**config.mk**
```make
export PLATFORM = sky130hd
export DESIGN_NAME = serdes_phase_trainer_flat
export DESIGN_NICKNAME = d
export VERILOG_FILES = /design/src/rtl/serdes_pkg.sv /design/src/rtl/serdes_phase_trainer_if.sv /design/src/rtl/serdes_phase_picker.sv /design/src/rtl/serdes_phase_trainer.sv /design/src/flat_wrapper.sv
export SDC_FILE = /design/constraint.sdc
export NUM_CORES = 1
export LEC_CHECK = 0
export CAP_MARGIN = 20
export CORE_UTILIZATION = 59
export DETAILED_ROUTE_END_ITERATION = 10
export GPL_TIMING_DRIVEN = 0
export PLACE_DENSITY_LB_ADDON = 0.15
export SLEW_MARGIN = 20
export SYNTH_ARGS = -nofsm -noshare
export SYNTH_HDL_FRONTEND = slang
export SYNTH_SLANG_ARGS = --single-unit
export TNS_END_PERCENT = 100
```
**constraint.sdc**
```tcl
create_clock -name s_axis_aclk -period 9.54 [get_ports s_axis_aclk]
set_input_delay 1.908 -clock s_axis_aclk [delete_from_list [all_inputs] [get_ports s_axis_aclk]]
set_output_delay 1.908 -clock s_axis_aclk [all_outputs]
set_load 0.05 [all_outputs]
```
**src/rtl/serdes_pkg.sv**
```systemverilog
// Shared types and helpers for the SERDES phase-training controller.
package serdes_pkg;

    typedef enum logic [2:0] {
        ST_IDLE,
        ST_SETTLE,
        ST_DWELL,
        ST_NEXT,
        ST_SELECT,
        ST_LOCKED,
        ST_FAIL
    } trainer_state_e;

    localparam logic [31:0] DEFAULT_TRAIN_WORD = 32'hA5C3_5A3C;

    // Phase index width; never narrower than one bit.
    function automatic int PHASE_W(input int n);
        return (n > 2) ? $clog2(n) : 1;
    endfunction

endpackage

```
**src/rtl/serdes_phase_trainer_if.sv**
```systemverilog
// Control and receive-stream bundle between the phase trainer and its SERDES/host.
interface serdes_phase_trainer_if #(
    parameter int NUM_PHASES = 5
);
    import serdes_pkg::*;

    localparam int PW = PHASE_W(NUM_PHASES);

    logic                  start;
    logic [31:0]           rx_tdata;
    logic                  rx_tvalid;
    logic [PW-1:0]         phase_sel;
    logic                  tx_train_en;
    logic                  busy;
    logic                  link_up;
    logic                  train_fail;
    logic [NUM_PHASES-1:0] pass_map;

    modport master (
        input  start, rx_tdata, rx_tvalid,
        output phase_sel, tx_train_en, busy, link_up, train_fail, pass_map
    );

    modport slave (
        output start, rx_tdata, rx_tvalid,
        input  phase_sel, tx_train_en, busy, link_up, train_fail, pass_map
    );

endinterface

```
**src/rtl/serdes_phase_picker.sv**
```systemverilog
// Sequential scanner over two laps of the pass map; finds the centre of the
// widest circular run of passing phases, first-found run winning ties.
module serdes_phase_picker
    import serdes_pkg::*;
#(
    parameter int NUM_PHASES = 5
) (
    input  logic                              clk,
    input  logic                              rst_n,
    input  logic                              start_scan,
    input  logic [NUM_PHASES-1:0]             pass_map,
    output logic                              done,
    output logic                              any_pass,
    output logic [PHASE_W(NUM_PHASES)-1:0]    best_phase
);

    localparam int PW = PHASE_W(NUM_PHASES);
    localparam int KW = $clog2(2 * NUM_PHASES);
    localparam int LW = $clog2(NUM_PHASES + 1);

    logic                  active_q, active_d;
    logic [NUM_PHASES-1:0] map_q, map_d;
    logic [KW-1:0]         k_q, k_d;
    logic [PW-1:0]         idx_q, idx_d;
    logic [PW-1:0]         run_start_q, run_start_d;
    logic [PW-1:0]         best_start_q, best_start_d;
    logic [LW-1:0]         run_len_q, run_len_d;
    logic [LW-1:0]         best_len_q, best_len_d;
    logic [LW-1:0]         half_len;
    logic [PW:0]           centre;

    always_comb begin
        active_d     = active_q;
        map_d        = map_q;
        k_d          = k_q;
        idx_d        = idx_q;
        run_start_d  = run_start_q;
        best_start_d = best_start_q;
        run_len_d    = run_len_q;
        best_len_d   = best_len_q;
        done         = 1'b0;
        if (start_scan) begin
            active_d     = 1'b1;
            map_d        = pass_map;
            k_d          = '0;
            idx_d        = '0;
            run_start_d  = '0;
            best_start_d = '0;
            run_len_d    = '0;
            best_len_d   = '0;
        end else if (active_q) begin
            if (map_q[idx_q]) begin
                if (run_len_q == '0) run_start_d = idx_q;
                // A full circle of passes must not count itself twice.
                if (run_len_q != LW'(NUM_PHASES)) run_len_d = run_len_q + 1'b1;
                if (run_len_d > best_len_q) begin
                    best_len_d   = run_len_d;
                    best_start_d = run_start_d;
                end
            end else begin
                run_len_d = '0;
            end
            idx_d = (idx_q == PW'(NUM_PHASES - 1)) ? '0 : idx_q + 1'b1;
            k_d   = k_q + 1'b1;
            if (k_q == KW'(2 * NUM_PHASES - 1)) begin
                active_d = 1'b0;
                done     = 1'b1;
            end
        end
    end

    // Centre is taken from the post-update values so the last scan step counts.
    always_comb begin
        half_len = (best_len_d - 1'b1) >> 1;
        centre   = {1'b0, best_start_d} + (PW+1)'(half_len);
        if (centre >= (PW+1)'(NUM_PHASES)) centre = centre - (PW+1)'(NUM_PHASES);
        best_phase = centre[PW-1:0];
        any_pass   = |map_q;
    end

    always_ff @(posedge clk or negedge rst_n) begin
        if (!rst_n) begin
            active_q     <= 1'b0;
            map_q        <= '0;
            k_q          <= '0;
            idx_q        <= '0;
            run_start_q  <= '0;
            best_start_q <= '0;
            run_len_q    <= '0;
            best_len_q   <= '0;
        end else begin
            active_q     <= active_d;
            map_q        <= map_d;
            k_q          <= k_d;
            idx_q        <= idx_d;
            run_start_q  <= run_start_d;
            best_start_q <= best_start_d;
            run_len_q    <= run_len_d;
            best_len_q   <= best_len_d;
        end
    end

endmodule

```
**src/rtl/serdes_phase_trainer.sv**
```systemverilog
// Link-training controller: sweeps every receive phase against the training
// word, then locks onto the centre of the widest passing window.
module serdes_phase_trainer
    import serdes_pkg::*;
#(
    parameter int          NUM_PHASES    = 5,
    parameter logic [31:0] TRAIN_WORD    = DEFAULT_TRAIN_WORD,
    parameter int          SETTLE_CYCLES = 8,
    parameter int          DWELL_WORDS   = 16,
    parameter int          DWELL_TIMEOUT = 256
) (
    input  logic                   s_axis_aclk,
    input  logic                   s_axis_reset_n,
    serdes_phase_trainer_if.master bus
);

    localparam int PW = PHASE_W(NUM_PHASES);
    localparam int SW = $clog2(SETTLE_CYCLES + 1);
    localparam int MW = $clog2(DWELL_WORDS + 1);
    localparam int TW = $clog2(DWELL_TIMEOUT + 1);

    trainer_state_e        state_q, state_d;
    logic [PW-1:0]         phase_sel_q, phase_sel_d;
    logic [NUM_PHASES-1:0] pass_map_q, pass_map_d;
    logic                  tx_train_en_q, tx_train_en_d;
    logic                  busy_q, busy_d;
    logic                  link_up_q, link_up_d;
    logic                  train_fail_q, train_fail_d;
    logic [SW-1:0]         settle_cnt_q, settle_cnt_d;
    logic [MW-1:0]         match_cnt_q, match_cnt_d;
    logic [TW-1:0]         tmo_cnt_q, tmo_cnt_d;

    logic                  scan_start;
    logic                  pick_done;
    logic                  pick_any;
    logic [PW-1:0]         pick_best;
    logic                  word_ok;

    serdes_phase_picker #(.NUM_PHASES(NUM_PHASES)) u_picker (
        .clk        (s_axis_aclk),
        .rst_n      (s_axis_reset_n),
        .start_scan (scan_start),
        .pass_map   (pass_map_q),
        .done       (pick_done),
        .any_pass   (pick_any),
        .best_phase (pick_best)
    );

    assign word_ok = (bus.rx_tdata == TRAIN_WORD);

    always_comb begin
        state_d       = state_q;
        phase_sel_d   = phase_sel_q;
        pass_map_d    = pass_map_q;
        tx_train_en_d = tx_train_en_q;
        busy_d        = busy_q;
        link_up_d     = link_up_q;
        train_fail_d  = train_fail_q;
        settle_cnt_d  = settle_cnt_q;
        match_cnt_d   = match_cnt_q;
        tmo_cnt_d     = tmo_cnt_q;
        scan_start    = 1'b0;
        unique case (state_q)
            ST_IDLE, ST_LOCKED, ST_FAIL: begin
                if (bus.start) begin
                    phase_sel_d   = '0;
                    pass_map_d    = '0;
                    link_up_d     = 1'b0;
                    train_fail_d  = 1'b0;
                    busy_d        = 1'b1;
                    tx_train_en_d = 1'b1;
                    settle_cnt_d  = '0;
                    state_d       = ST_SETTLE;
                end
            end
            ST_SETTLE: begin
                if (settle_cnt_q == SW'(SETTLE_CYCLES - 1)) begin
                    settle_cnt_d = '0;
                    match_cnt_d  = '0;
                    tmo_cnt_d    = '0;
                    state_d      = ST_DWELL;
                end else begin
                    settle_cnt_d = settle_cnt_q + 1'b1;
                end
            end
            ST_DWELL: begin
                tmo_cnt_d = tmo_cnt_q + 1'b1;
                // A pass on the timeout cycle still counts as a pass.
                if (bus.rx_tvalid && word_ok) begin
                    match_cnt_d = match_cnt_q + 1'b1;
                    if (match_cnt_q == MW'(DWELL_WORDS - 1)) begin
                        pass_map_d[phase_sel_q] = 1'b1;
                        state_d = ST_NEXT;
                    end else if (tmo_cnt_q == TW'(DWELL_TIMEOUT - 1)) begin
                        state_d = ST_NEXT;
                    end
                end else if (bus.rx_tvalid || (tmo_cnt_q == TW'(DWELL_TIMEOUT - 1))) begin
                    state_d = ST_NEXT;
                end
            end
            ST_NEXT: begin
                if (phase_sel_q == PW'(NUM_PHASES - 1)) begin
                    scan_start = 1'b1;
                    state_d    = ST_SELECT;
                end else begin
                    phase_sel_d  = phase_sel_q + 1'b1;
                    settle_cnt_d = '0;
                    state_d      = ST_SETTLE;
                end
            end
            ST_SELECT: begin
                if (pick_done) begin
                    tx_train_en_d = 1'b0;
                    busy_d        = 1'b0;
                    if (pick_any) begin
                        phase_sel_d = pick_best;
                        link_up_d   = 1'b1;
                        state_d     = ST_LOCKED;
                    end else begin
                        phase_sel_d  = '0;
                        train_fail_d = 1'b1;
                        state_d      = ST_FAIL;
                    end
                end
            end
            default: state_d = ST_IDLE;
        endcase
    end

    always_ff @(posedge s_axis_aclk or negedge s_axis_reset_n) begin
        if (!s_axis_reset_n) begin
            state_q       <= ST_IDLE;
            phase_sel_q   <= '0;
            pass_map_q    <= '0;
            tx_train_en_q <= 1'b0;
            busy_q        <= 1'b0;
            link_up_q     <= 1'b0;
            train_fail_q  <= 1'b0;
            settle_cnt_q  <= '0;
            match_cnt_q   <= '0;
            tmo_cnt_q     <= '0;
        end else begin
            state_q       <= state_d;
            phase_sel_q   <= phase_sel_d;
            pass_map_q    <= pass_map_d;
            tx_train_en_q <= tx_train_en_d;
            busy_q        <= busy_d;
            link_up_q     <= link_up_d;
            train_fail_q  <= train_fail_d;
            settle_cnt_q  <= settle_cnt_d;
            match_cnt_q   <= match_cnt_d;
            tmo_cnt_q     <= tmo_cnt_d;
        end
    end

    assign bus.phase_sel   = phase_sel_q;
    assign bus.pass_map    = pass_map_q;
    assign bus.tx_train_en = tx_train_en_q;
    assign bus.busy        = busy_q;
    assign bus.link_up     = link_up_q;
    assign bus.train_fail  = train_fail_q;

endmodule

```
**src/flat_wrapper.sv**
```systemverilog
// flat-port wrapper written by rule: the top's interface ports become plain ports
module serdes_phase_trainer_flat import serdes_pkg::*;
#(
    parameter int          NUM_PHASES    = 5,
    parameter logic [31:0] TRAIN_WORD    = DEFAULT_TRAIN_WORD,
    parameter int          SETTLE_CYCLES = 8,
    parameter int          DWELL_WORDS   = 16,
    parameter int          DWELL_TIMEOUT = 256
)
  (s_axis_aclk, s_axis_reset_n, bus_start, bus_rx_tdata, bus_rx_tvalid, bus_phase_sel, bus_tx_train_en, bus_busy, bus_link_up, bus_train_fail, bus_pass_map);
  serdes_phase_trainer_if #(.NUM_PHASES(NUM_PHASES)) bus_i ();
  input  logic s_axis_aclk;
  input  logic s_axis_reset_n;
  input wire logic [$bits(bus_i.start)-1:0] bus_start;
  input wire logic [$bits(bus_i.rx_tdata)-1:0] bus_rx_tdata;
  input wire logic [$bits(bus_i.rx_tvalid)-1:0] bus_rx_tvalid;
  output wire logic [$bits(bus_i.phase_sel)-1:0] bus_phase_sel;
  output wire logic [$bits(bus_i.tx_train_en)-1:0] bus_tx_train_en;
  output wire logic [$bits(bus_i.busy)-1:0] bus_busy;
  output wire logic [$bits(bus_i.link_up)-1:0] bus_link_up;
  output wire logic [$bits(bus_i.train_fail)-1:0] bus_train_fail;
  output wire logic [$bits(bus_i.pass_map)-1:0] bus_pass_map;
  assign bus_i.start = bus_start;
  assign bus_i.rx_tdata = bus_rx_tdata;
  assign bus_i.rx_tvalid = bus_rx_tvalid;
  assign bus_phase_sel = bus_i.phase_sel;
  assign bus_tx_train_en = bus_i.tx_train_en;
  assign bus_busy = bus_i.busy;
  assign bus_link_up = bus_i.link_up;
  assign bus_train_fail = bus_i.train_fail;
  assign bus_pass_map = bus_i.pass_map;
  serdes_phase_trainer #(.NUM_PHASES(NUM_PHASES), .TRAIN_WORD(TRAIN_WORD), .SETTLE_CYCLES(SETTLE_CYCLES), .DWELL_WORDS(DWELL_WORDS), .DWELL_TIMEOUT(DWELL_TIMEOUT)) u_core (.s_axis_aclk(s_axis_aclk), .s_axis_reset_n(s_axis_reset_n), .bus(bus_i));
endmodule
```
==> run_results.csv, run 1 <==
group,metric,value,unit
timing,worst_slew_pin_slew,708,ps
critical_path,critPathLaunchType,"flop",
die,die_x,78.2,um
critical_path,max_stage_delay,510,ps
placed_design,portBuffers,47,
power_and_ir_drop,intPower,381,uW
die,fp.dieArea,0.00612,mm^2
clock_tree,root_buffer,"clkbuf_8",
global_route,overflow,0,
timing,hold_violations,0,
cells_and_area,areaGrowthSynthToFinish,22.0,%
critical_path,critPathMaxFanout,8,
power_and_ir_drop,p_leak,1.97,nW
cells_and_area,diodes,0,
critical_path,r2r.worst_path.cells,21,
synth,yosysWarnings,0,
cells_and_area,final_cell_mix,"dfrtp_1 (57), nand2_1 (54), nor2_1 (52)",
critical_path,worstSetupEndpoint,"u_core.bus.phase_sel[0]$_DFFE_PN0P_",
die,pin_count,48,
critical_path,worst_ep_arrival_time,5430,ps
die,rows,27,
timing,fin_ws,4320,ps
timing,tns,0,ps
critical_path,cp_slowest_cell,"fa_1",
clock_tree,clkTransAtPathRegs,70,ps
die,die_y,78.2,um
clock_tree,clock_latency,340,ps
power_and_ir_drop,power,484,uW
timing,drv_slew,0,
critical_path,r2r-end,"u_core.bus.phase_sel[0]$_DFFE_PN0P_",
detailed_routing,wirelength,7550,um
detailed_routing,vias,2895,
die,initial_core_util,61.9,%
critical_path,crit_path_end_kind,"flop",
power_and_ir_drop,p_seq_share,49.9,%
timing,post-route-min-period,5220,ps
global_route,grtUsageTotal,26.7,%
clock_tree,cts_setup_buffers,0,
critical_path,crit_chain,"ha_1 -> nand2_1 -> o21ai_0 -> ha_1 -> and3b_1 -> a311o_1 -> a211o_1 -> buf_6 -> and2_2 -> a41oi_1 -> or2_2 -> ha_1 -> inv_1 -> ha_1 -> inv_1 -> fa_1 -> ha_1 -> a211o_1 -> o21a_2 -> a21oi_1 -> o31ai_2",
detailed_routing,drtPass1Iterations,5,
cells_and_area,final_common_cell,"dfrtp_1",
global_route,grt.busiest_layer,"met2",
cells_and_area,final_util,75.5,%
power_and_ir_drop,power_density,116,mW/mm^2
synth,syn_area_per_cell,8.90,um^2
clock_tree,holdBufCountCts,0,
critical_path,r2r_slack,4320,ps
power_and_ir_drop,power_frac_comb,4.2,%
clock_tree,cts_sinks,57,
detailed_routing,via_per_inst,5.57,
cells_and_area,drive_above_1_share,7.59,%
synth,async_flop_share,100,%
placed_design,place_hpwl,5590,um
critical_path,r2r_start,"u_core.u_picker.run_len_q[0]$_DFFE_PN0P_",
global_route,antenna_found_initial,0,
global_route,grt_pass1_wl,12600,um
global_route,grt_util_met3,6.16,%
run_status,status,"finished clean",
synth,synth-seq-cells,57,
power_and_ir_drop,p_switching,103,uW
min_path,hold_path.class,"reg2reg",
global_route,use_met1,31.9,%
critical_path,crit_top_cell,"ha_1",
timing,max_freq,191,MHz
cells_and_area,stdcell_count,520,
die,core_area,0.00554,mm^2
cells_and_area,nets,501,
critical_path,startpoint,"u_core.u_picker.run_len_q[0]$_DFFE_PN0P_",
global_route,grt_pass1_vias,2874,
clock_tree,cts_htree_levels,3,
critical_path,crit_type,"reg2reg",
clock_tree,cts_resized,0,
detailed_routing,detail-route-antenna-nets,0,
power_and_ir_drop,swShare,21.4,%
timing,period_share,54.7,%
clock_tree,cts_tree,"done",
clock_tree,cts_made_buffers,9,
placed_design,dpl_worst_slack,4340,ps
timing,rsz0062_at_grt,"false",
placed_design,gp_congestion,0.845,
detailed_routing,drc,0,
global_route,grt_util_met2,47.5,%
synth,synth-main-ff-cell,"dfrtp_1",
timing,finClkSkew,10.5,ps
synth,ys_types,62,
synth,synth_fp_nets,443,
placed_design,place_inst,504,
synth,synth_area,0.00343,mm^2
power_and_ir_drop,worst_ir_drop_vdd,0.0956,mV
global_route,grt_max_degree,58,
synth,synth-seq-area-share,41.6,%
synth,synth-edff-count,0,
power_and_ir_drop,clkPwrFrac,45.9,%
min_path,hold_path_depth,1,
clock_tree,cts_buffer_depth,2,
detailed_routing,wl_per_cell,14.5,um
flow_run,maxCapViolations,0,
synth,synthCells,385,
critical_path,required,9750,ps
detailed_routing,drt-initial-drc-count,110,
timing,finalSetupViolCount,0,
timing,relSlewSlack,52.8,%
==> flip-flops by register name, summed over array words and instances (netlist names) <==
| name | count |
|---|---|
| u_core.settle_cnt_q | 4 |
| u_core.state_q | 3 |
| u_core.u_picker.map_q | 5 |
| u_core.u_picker.best_len_q | 3 |
| u_core.bus.tx_train_en | 1 |
| u_core.bus.pass_map | 5 |
| u_core.u_picker.idx_q | 3 |
| u_core.bus.train_fail | 1 |
| u_core.u_picker.active_q | 1 |
| u_core.u_picker.best_start_q | 3 |
| u_core.tmo_cnt_q | 9 |
| u_core.match_cnt_q | 5 |
| u_core.bus.phase_sel | 3 |
| u_core.u_picker.k_q | 4 |
| u_core.u_picker.run_start_q | 3 |
| u_core.u_picker.run_len_q | 3 |
| u_core.bus.link_up | 1 |
==> how the worst min path moves through the flow <==
| stage | startpoint | slack (ps) | end |
|---|---|---|---|
| CTS | u_core.tmo_cnt_q[3]$_DFFE_PN0P_ | 490 | u_core.tmo_cnt_q[3]$_DFFE_PN0P_ |
| detailed placement | u_core.u_picker.map_q[3]$_DFFE_PN0P_ | 480 | u_core.u_picker.map_q[3]$_DFFE_PN0P_ |
| floorplan | u_core.u_picker.map_q[4]$_DFFE_PN0P_ | 450 | u_core.u_picker.map_q[4]$_DFFE_PN0P_ |
| global placement | u_core.u_picker.map_q[0]$_DFFE_PN0P_ | 480 | u_core.u_picker.map_q[0]$_DFFE_PN0P_ |
| finish | u_core.tmo_cnt_q[3]$_DFFE_PN0P_ | 490 | u_core.tmo_cnt_q[3]$_DFFE_PN0P_ |
| global route | u_core.tmo_cnt_q[3]$_DFFE_PN0P_ | 510 | u_core.tmo_cnt_q[3]$_DFFE_PN0P_ |
==> final cells by class <==
type                            instances  area (um^2)
Multi-Input combinational cell        291         1840
Sequential cell                        57         1430
Fill cell                             425         1360
Timing Repair Buffer                   47          468
Clock buffer                           10          138
Tap cell                               72         90.1
Inverter                               22         82.6
Buffer                                 15         78.8
Clock inverter                          6         57.6
==> synthesized netlist by cell type, types with 3 or more instances <==
master    number  area share, %
dfrtp_1       57             42
nand2_1       54            5.9
nor2_1        52            5.7
a21oi_1       23            3.4
inv_1         22            2.4
ha_1          21            7.7
o21ai_0       20            2.9
nand3_1       14            2.0
mux2i_1       11            3.2
nor3_1         7            1.0
xor2_1         7            1.8
a31oi_1        6            1.1
clkbuf_1       6           0.66
and2_1         5           0.91
nand4_1        5           0.91
nor4bb_1       5            1.5
and3_1         4           0.73
a22oi_1        3           0.66
buf_1          3           0.33
nand2b_1       3           0.55
nand3b_1       3           0.66
nor2b_1        3           0.55
==> per-stage QoR <==
step	cell area, um^2	hold WS, ps
6_report	4180	485
5_1_grt	4180	513
4_1_cts	4180	490
3_5_place_dp	3990	477
3_3_place_gp	3990	480
2_1_floorplan	3430	452
==> power by group through the flow <==
stage	clock (mW)	sequential, mW	combinational [mW]
6_report	0.222	0.242	0.0204
5_1_grt	0.237	0.241	0.0225
3_3_place_gp	0	0.246	0.0206
2_1_floorplan	0	0.246	0.00150
3_5_place_dp	0	0.246	0.0208
4_1_cts	0.226	0.242	0.0208
==> critical path: cells and delay by family (launching register included) <==
kind	cells	cell delay, ps
simple gates	4	610
flops	1	460
buf+inv	3	260
compound gates	8	2000
fa+ha+maj	6	1760
==> layer usage <==
layer	wire [um]	up-vias
met5	0	-
met1	3280	1399
met4	83	0
li1	-	1460
met2	4030	27
met3	162	9
==> kinds of logic after synthesis <==
family / after synthesis / share of synthesized area (%)
and+or+nand+nor: 170 / 24.0
AOI/OAI and AO/OA: 77 / 15.1
DFF: 57 / 41.6
buffers and inverters: 37 / 4.71
adders and majority gates: 22 / 8.25
muxes: 14 / 4.31
xor gates and xnor gates: 8 / 2.04
(Power assumes the default switching activity.)
==> inputs of run 2 (changes only) <==
Settings changed: CORE_UTILIZATION 59 to 50.
Clock period 9.54 ns to 4.7 ns, I/O delays scaled along.
==> run_results.csv, run 2 (synthesized netlist as in run 1, its figures left out) <==
group,metric,value,unit
run_status,status,"finished with violations",
run_status,violations,"DRC, setup timing",
timing,hold_violations,0,
global_route,antenna_found_initial,0,
timing,rsz0062_at_grt,"true",
clock_tree,cts_made_buffers,9,
critical_path,crit_path_end_kind,"flop",
clock_tree,cts_htree_levels,3,
critical_path,crit_chain,"inv_2 -> ha_4 -> nand2_4 -> o21ai_4 -> ha_4 -> and3b_1 -> a311o_1 -> a211o_1 -> and2_4 -> a41oi_2 -> or2_4 -> ha_4 -> xor2_2 -> inv_1 -> fa_2 -> buf_6 -> ha_4 -> a211o_1 -> o21ai_2 -> nor4b_2 -> o31a_1",
power_and_ir_drop,p_leak,2.08,nW
detailed_routing,detail-route-antenna-nets,0,
timing,drv_slew,0,
global_route,grt_pass1_wl,13300,um
timing,max_freq,212,MHz
die,die_x,84.8,um
timing,fin_ws,-5.93,ps
min_path,hold_path.class,"in2async",
critical_path,r2r.worst_path.cells,21,
clock_tree,root_buffer,"clkbuf_8",
global_route,grt_pass1_vias,2827,
detailed_routing,drc,4,
power_and_ir_drop,p_switching,214,uW
detailed_routing,wirelength,8170,um
detailed_routing,vias,3003,
power_and_ir_drop,swShare,22.5,%
cells_and_area,drive_above_1_share,17.1,%
placed_design,portBuffers,47,
critical_path,crit_buf_inv,3,
critical_path,r2r_start,"u_core.u_picker.run_len_q[1]$_DFFE_PN0P_",
critical_path,crit_type,"reg2reg",
clock_tree,clkTransAtPathRegs,70,ps
timing,finClkSkew,8.89,ps
power_and_ir_drop,power_density,211,mW/mm^2
cells_and_area,areaGrowthSynthToFinish,31.6,%
critical_path,path_delay_family,"compound AO/OA/AOI/OAI gates",
critical_path,critPathLaunchType,"flop",
detailed_routing,drtPass1Iterations,8,
critical_path,worst_ep_arrival_time,4940,ps
die,rows,29,
critical_path,r2r-end,"u_core.bus.phase_sel[1]$_DFFE_PN0P_",
power_and_ir_drop,intPower,738,uW
die,pin_count,48,
clock_tree,cts_buffer_depth,2,
die,die_y,84.8,um
cells_and_area,diodes,0,
cells_and_area,final_cell_mix,"dfrtp_1 (56), nand2_1 (51), nor2_1 (49)",
timing,period_share,100,%
cells_and_area,stdcell_count,539,
die,fp.dieArea,0.00719,mm^2
critical_path,r2r_slack,-6,ps
die,initial_core_util,52.8,%
critical_path,crit_top_cell,"ha_4",
detailed_routing,via_per_inst,5.57,
global_route,grt_max_degree,48,
die,core_area,0.00649,mm^2
placed_design,dpl_worst_slack,-476,ps
clock_tree,holdBufCountCts,0,
global_route,overflow,0,
timing,worst_slew_pin_slew,658,ps
critical_path,required,4930,ps
detailed_routing,wl_per_cell,15.1,um
cells_and_area,final_common_cell,"dfrtp_1",
detailed_routing,drt-initial-drc-count,162,
critical_path,cp_slowest_cell,"fa_2",
placed_design,place_inst,510,
global_route,grtUsageTotal,23.8,%
power_and_ir_drop,worst_ir_drop_vdd,0.178,mV
critical_path,max_stage_delay,540,ps
timing,relSlewSlack,56.0,%
placed_design,place_hpwl,5490,um
power_and_ir_drop,clkPwrFrac,43.8,%
timing,finalSetupViolCount,1,
placed_design,gp_congestion,0.801,
critical_path,critPathMaxFanout,4,
cells_and_area,nets,515,
timing,hold_slack,427,ps
timing,post-route-min-period,4710,ps
clock_tree,clock_latency,350,ps
flow_run,maxCapViolations,0,
cells_and_area,regMostFlops,"u_core.tmo_cnt_q",
power_and_ir_drop,power_frac_comb,4.7,%
clock_tree,cts_sinks,57,
clock_tree,cts_tree,"done",
cells_and_area,largest_reg_flops,9,
power_and_ir_drop,p_seq_share,51.5,%
==> run 2: cell types whose count changed in the layout (fill, tap and decap cells not counted), sizes merged <==
cell | before | now
clkinvlp | 1 | 0
buf | 9 | 22
clkbuf | 17 | 21
bufinv | 1 | 0
clkinv | 4 | 3
==> run 2: worst max path at each step <==
| stage | start | endpoint | slack (ps) | depth (start not counted) |
|---|---|---|---|---|
| final | u_core.u_picker.run_len_q[1]$_DFFE_PN0P_ | u_core.bus.phase_sel[1]$_DFFE_PN0P_ | -6 | 21 |
| after CTS | u_core.u_picker.run_len_q[1]$_DFFE_PN0P_ | u_core.bus.phase_sel[1]$_DFFE_PN0P_ | 5 | 23 |
| after floorplan | u_core.u_picker.run_len_q[1]$_DFFE_PN0P_ | u_core.bus.phase_sel[1]$_DFFE_PN0P_ | 2 | 22 |
| after global placement | u_core.u_picker.run_len_q[1]$_DFFE_PN0P_ | u_core.bus.phase_sel[1]$_DFFE_PN0P_ | -420 | 22 |
| after global routing | u_core.u_picker.run_len_q[1]$_DFFE_PN0P_ | u_core.bus.phase_sel[1]$_DFFE_PN0P_ | -130 | 21 |
| after detailed placement | u_core.u_picker.run_len_q[1]$_DFFE_PN0P_ | u_core.bus.phase_sel[1]$_DFFE_PN0P_ | -480 | 22 |
==> run 2: what timing repair did <==
action                                  in CTS  in global routing
gates resized for setup                     38                 11
pin swaps                                   19                 16
endpoints found under the setup margin       3                  3
endpoints found under the hold margin        0                  0
buffers inserted                             9                  5
==> run 2: through the flow <==
step / area [um^2] / utilization [%] / setup TNS, ps / power, mW
2_1_floorplan: 3430 / - / 0 / 0.503
3_3_place_gp: 4000 / 61.5 / -944 / 0.542
3_5_place_dp: 4020 / 61.9 / -1130 / 0.545
4_1_cts: 4420 / 68.0 / 0 / 0.957
5_1_grt: 4510 / 69.4 / -305 / 0.984
6_report: 4510 / 69.4 / -5.93 / 0.952
==> run 2: power groups by stage <==
| stage | sequential (mW) | combinational [mW] | clock, mW |
|---|---|---|---|
| CTS | 0.491 | 0.0455 | 0.421 |
| floorplan | 0.500 | 0.00304 | 0 |
| global placement | 0.500 | 0.0421 | 0 |
| global route | 0.490 | 0.0492 | 0.445 |
| detailed placement | 0.500 | 0.0454 | 0 |
| finish | 0.491 | 0.0446 | 0.417 |
==> run 2: final cells by class <==
type / instances / area, um^2
clock inverters: 3 / 15.0
multi-input cells: 291 / 2050
inverters: 22 / 87.6
fillers: 496 / 1980
clock buffers: 13 / 159
plain buffers: 14 / 68.8
repair buffers: 62 / 608
well taps: 77 / 96.3
flip-flops and latches: 57 / 1430
==> run 2: metal layers <==
metal	up-vias	share of wire (%)	track usage (%)	wire (um)
met5	-	0	0	0
met1	1426	47	30.8	3810
met4	0	2.3	10.6	187
met3	18	4.4	4.33	356
met2	68	47	39.0	3810
li1	1491	-	-	-
==> inputs of run 3 (changes only) <==
Settings changed: SYNTH_HIERARCHICAL from default to 1.
==> run_results.csv, run 3 <==
group,metric,value,unit
synth,synthCells,383,
clock_tree,cts_buffer_depth,2,
run_status,status,"finished clean",
critical_path,r2r_start,"u_core/u_picker/run_len_q[1]$_DFFE_PN0P_",
detailed_routing,detail-route-antenna-nets,0,
critical_path,max_stage_delay,600,ps
timing,finClkSkew,7.24,ps
die,fp.dieArea,0.00746,mm^2
detailed_routing,vias,3103,
flow_run,maxCapViolations,0,
detailed_routing,drtPass1Iterations,4,
timing,worst_slew_pin_slew,984,ps
cells_and_area,final_cell_area,0.00465,mm^2
critical_path,crit_buf_inv,3,
timing,fin_ws,17.4,ps
die,core_area,0.00683,mm^2
timing,drv_slew,0,
global_route,grt_pass1_vias,3023,
detailed_routing,wirelength,8590,um
global_route,overflow,0,
placed_design,gp_congestion,0.852,
timing,relSlewSlack,33.9,%
die,die_y,86.4,um
clock_tree,cts_made_buffers,9,
critical_path,r2r.worst_path.cells,26,
placed_design,portBuffers,46,
placed_design,dpl_worst_slack,-669,ps
placed_design,place_inst,526,
cells_and_area,largest_reg_flops,9,
clock_tree,cts_tree,"done",
synth,synth-seq-area-share,40.1,%
global_route,grt_pass1_wl,13800,um
cells_and_area,diodes,0,
power_and_ir_drop,worst_ir_drop_vdd,0.185,mV
die,initial_core_util,52.1,%
critical_path,startpoint,"u_core/u_picker/run_len_q[1]$_DFFE_PN0P_",
critical_path,cp_slowest_cell,"fa_2",
detailed_routing,via_per_inst,5.56,
timing,tns,0,ps
critical_path,crit_type,"reg2reg",
critical_path,path_delay_family,"adder cells",
global_route,grt_max_degree,48,
cells_and_area,nets,515,
min_path,hold_path.class,"in2async",
synth,synth_fp_nets,441,
placed_design,place_area,0.00417,mm^2
clock_tree,cts_htree_levels,3,
timing,max_freq,214,MHz
critical_path,worstSetupEndpoint,"u_core/bus.phase_sel[1]$_DFFE_PN0P_",
critical_path,worst_ep_arrival_time,4950,ps
synth,syn_area_per_cell,9.30,um^2
clock_tree,holdBufCountCts,0,
die,pin_count,48,
critical_path,crit_path_end_kind,"flop",
die,die_x,86.4,um
cells_and_area,areaGrowthSynthToFinish,30.5,%
timing,finalSetupViolCount,0,
synth,synth-main-ff-cell,"dfrtp_1",
synth,synth-seq-cells,57,
cells_and_area,final_common_cell,"dfrtp_1",
timing,hold_slack,435,ps
detailed_routing,wl_per_cell,15.4,um
global_route,antenna_found_initial,0,
detailed_routing,drc,0,
cells_and_area,regMostFlops,"u_core/tmo_cnt_q",
detailed_routing,drt-initial-drc-count,187,
synth,synth_top_area_share,40.1,%
critical_path,r2r-end,"u_core/bus.phase_sel[1]$_DFFE_PN0P_",
cells_and_area,stdcell_count,558,
power_and_ir_drop,p_leak,1.98,nW
synth,ys_types,62,
critical_path,cp.depth,26,
placed_design,place_hpwl,6020,um
global_route,grtUsageTotal,23.9,%
timing,hold_violations,0,
clock_tree,root_buffer,"clkbuf_8",
synth,synthMostInstantiatedCell,"dfrtp_1",
critical_path,critPathLaunchType,"flop",
synth,synthTopCellsByArea,"dfrtp_1 (40%), ha_1 (7.4%), nor2_1 (4.8%)",
die,rows,30,
critical_path,critPathMaxFanout,4,
synth,synth_area,0.00356,mm^2
synth,synth_commonest_cells,"dfrtp_1 (57), nor2_1 (46), o21ai_0 (29)",
cells_and_area,drive_above_1_share,18.2,%
cells_and_area,n_fill_cell,551,
critical_path,crit_top_cell,"ha_4",
timing,post-route-min-period,4680,ps
synth,synth-edff-count,0,
clock_tree,cts_sinks,57,
synth,async_flop_share,100,%
critical_path,r2r_slack,20,ps
timing,rsz0062_at_grt,"true",
clock_tree,clkTransAtPathRegs,70,ps
cells_and_area,final_cell_mix,"dfrtp_1 (56), clkdlybuf4s50_1 (45), nor2_1 (44)",
synth,yosysWarnings,6,
timing,period_share,99.6,%
synth,yosys.area.top_type,"dfrtp_1",
power_and_ir_drop,power_density,343,mW/mm^2
clock_tree,clock_latency,340,ps
critical_path,required,4970,ps
-- run 3: cell types whose count changed in the layout (fill, tap and decap cells not counted), sizes merged, moves of 4 or more --
cell / previous run / this run
a31oi: 6 / 0
inv: 22 / 18
nor2: 52 / 46
nand2: 54 / 27
xnor2: 1 / 10
a21oi: 23 / 19
nand3: 14 / 10
nor4b: 1 / 5
nand2b: 3 / 8
o21ai: 21 / 29
mux2: 3 / 7
nor2b: 3 / 8
-- run 3: kinds of logic (layout without fill, tap and decap cells) --
| kind of cell | after synthesis | count (layout) | share of synthesized area [%] |
|---|---|---|---|
| and+or+nand+nor | 155 | 155 | 24.3 |
| AOI/OAI and AO/OA | 84 | 84 | 14.9 |
| DFF | 57 | 57 | 40.1 |
| buffers and inverters | 34 | 113 | 4.36 |
| adders and majority gates | 22 | 22 | 7.94 |
| muxes | 16 | 16 | 4.74 |
| xor gates and xnor gates | 15 | 15 | 3.69 |
-- run 3: how the worst min path moves through the flow --
stage,to,slack (ps),depth (start not counted)
floorplan,u_core/tmo_cnt_q[8]$_DFFE_PN0P_,450,2
global placement,u_core/tmo_cnt_q[8]$_DFFE_PN0P_,470,2
detailed placement,u_core/match_cnt_q[4]$_DFFE_PN0P_,490,2
CTS,u_core/u_picker/best_start_q[0]$_DFF_PN0_,420,1
global route,u_core/settle_cnt_q[0]$_DFFE_PN0P_,440,1
finish,u_core/u_picker/best_start_q[0]$_DFF_PN0_,440,1
-- run 3: final cells by class --
class                           instances  area, um^2  share of cell area (%)
Buffer                                 16        90.1                    1.94
Clock buffer                           11         141                    3.04
Inverter                               18        70.1                    1.51
Timing Repair Buffer                   63         606                    13.0
Sequential cell                        57        1430                    30.7
Tap cell                               96         120                    2.58
Multi-Input combinational cell        292        2140                    46.0
Clock inverter                          5        55.1                    1.18
-- run 3: per-layer routing --
metal / part of all wire [%] / vias up / global-route usage (%)
met2: 51 / 77 / 41.0
met5: 0 / - / 0
met1: 43 / 1489 / 29.4
li1: - / 1521 / -
met4: 2.1 / 0 / 10.3
met3: 3.1 / 16 / 4.67
-- run 3: repair_timing --
item	4_1_cts	5_1_grt
buffers inserted	10	6
endpoints found under the setup margin	2	2
gates cloned	0	0
resized for setup	27	14
pin swaps	11	18
-- run 3: per-stage QoR --
step	util [%]	total power [mW]
5_1_grt	68.0	1.69
3_3_place_gp	60.7	1.12
3_5_place_dp	61.0	1.14
4_1_cts	66.4	1.61
2_1_floorplan	-	0.976
6_report	68.0	1.60
-- run 3: where the power goes --
group	internal [mW]	switching, mW	total [mW]
registers	0.561	0.0765	0.638
clock network	0.257	0.204	0.461
logic	0.212	0.285	0.497
total	1.03	0.565	1.60
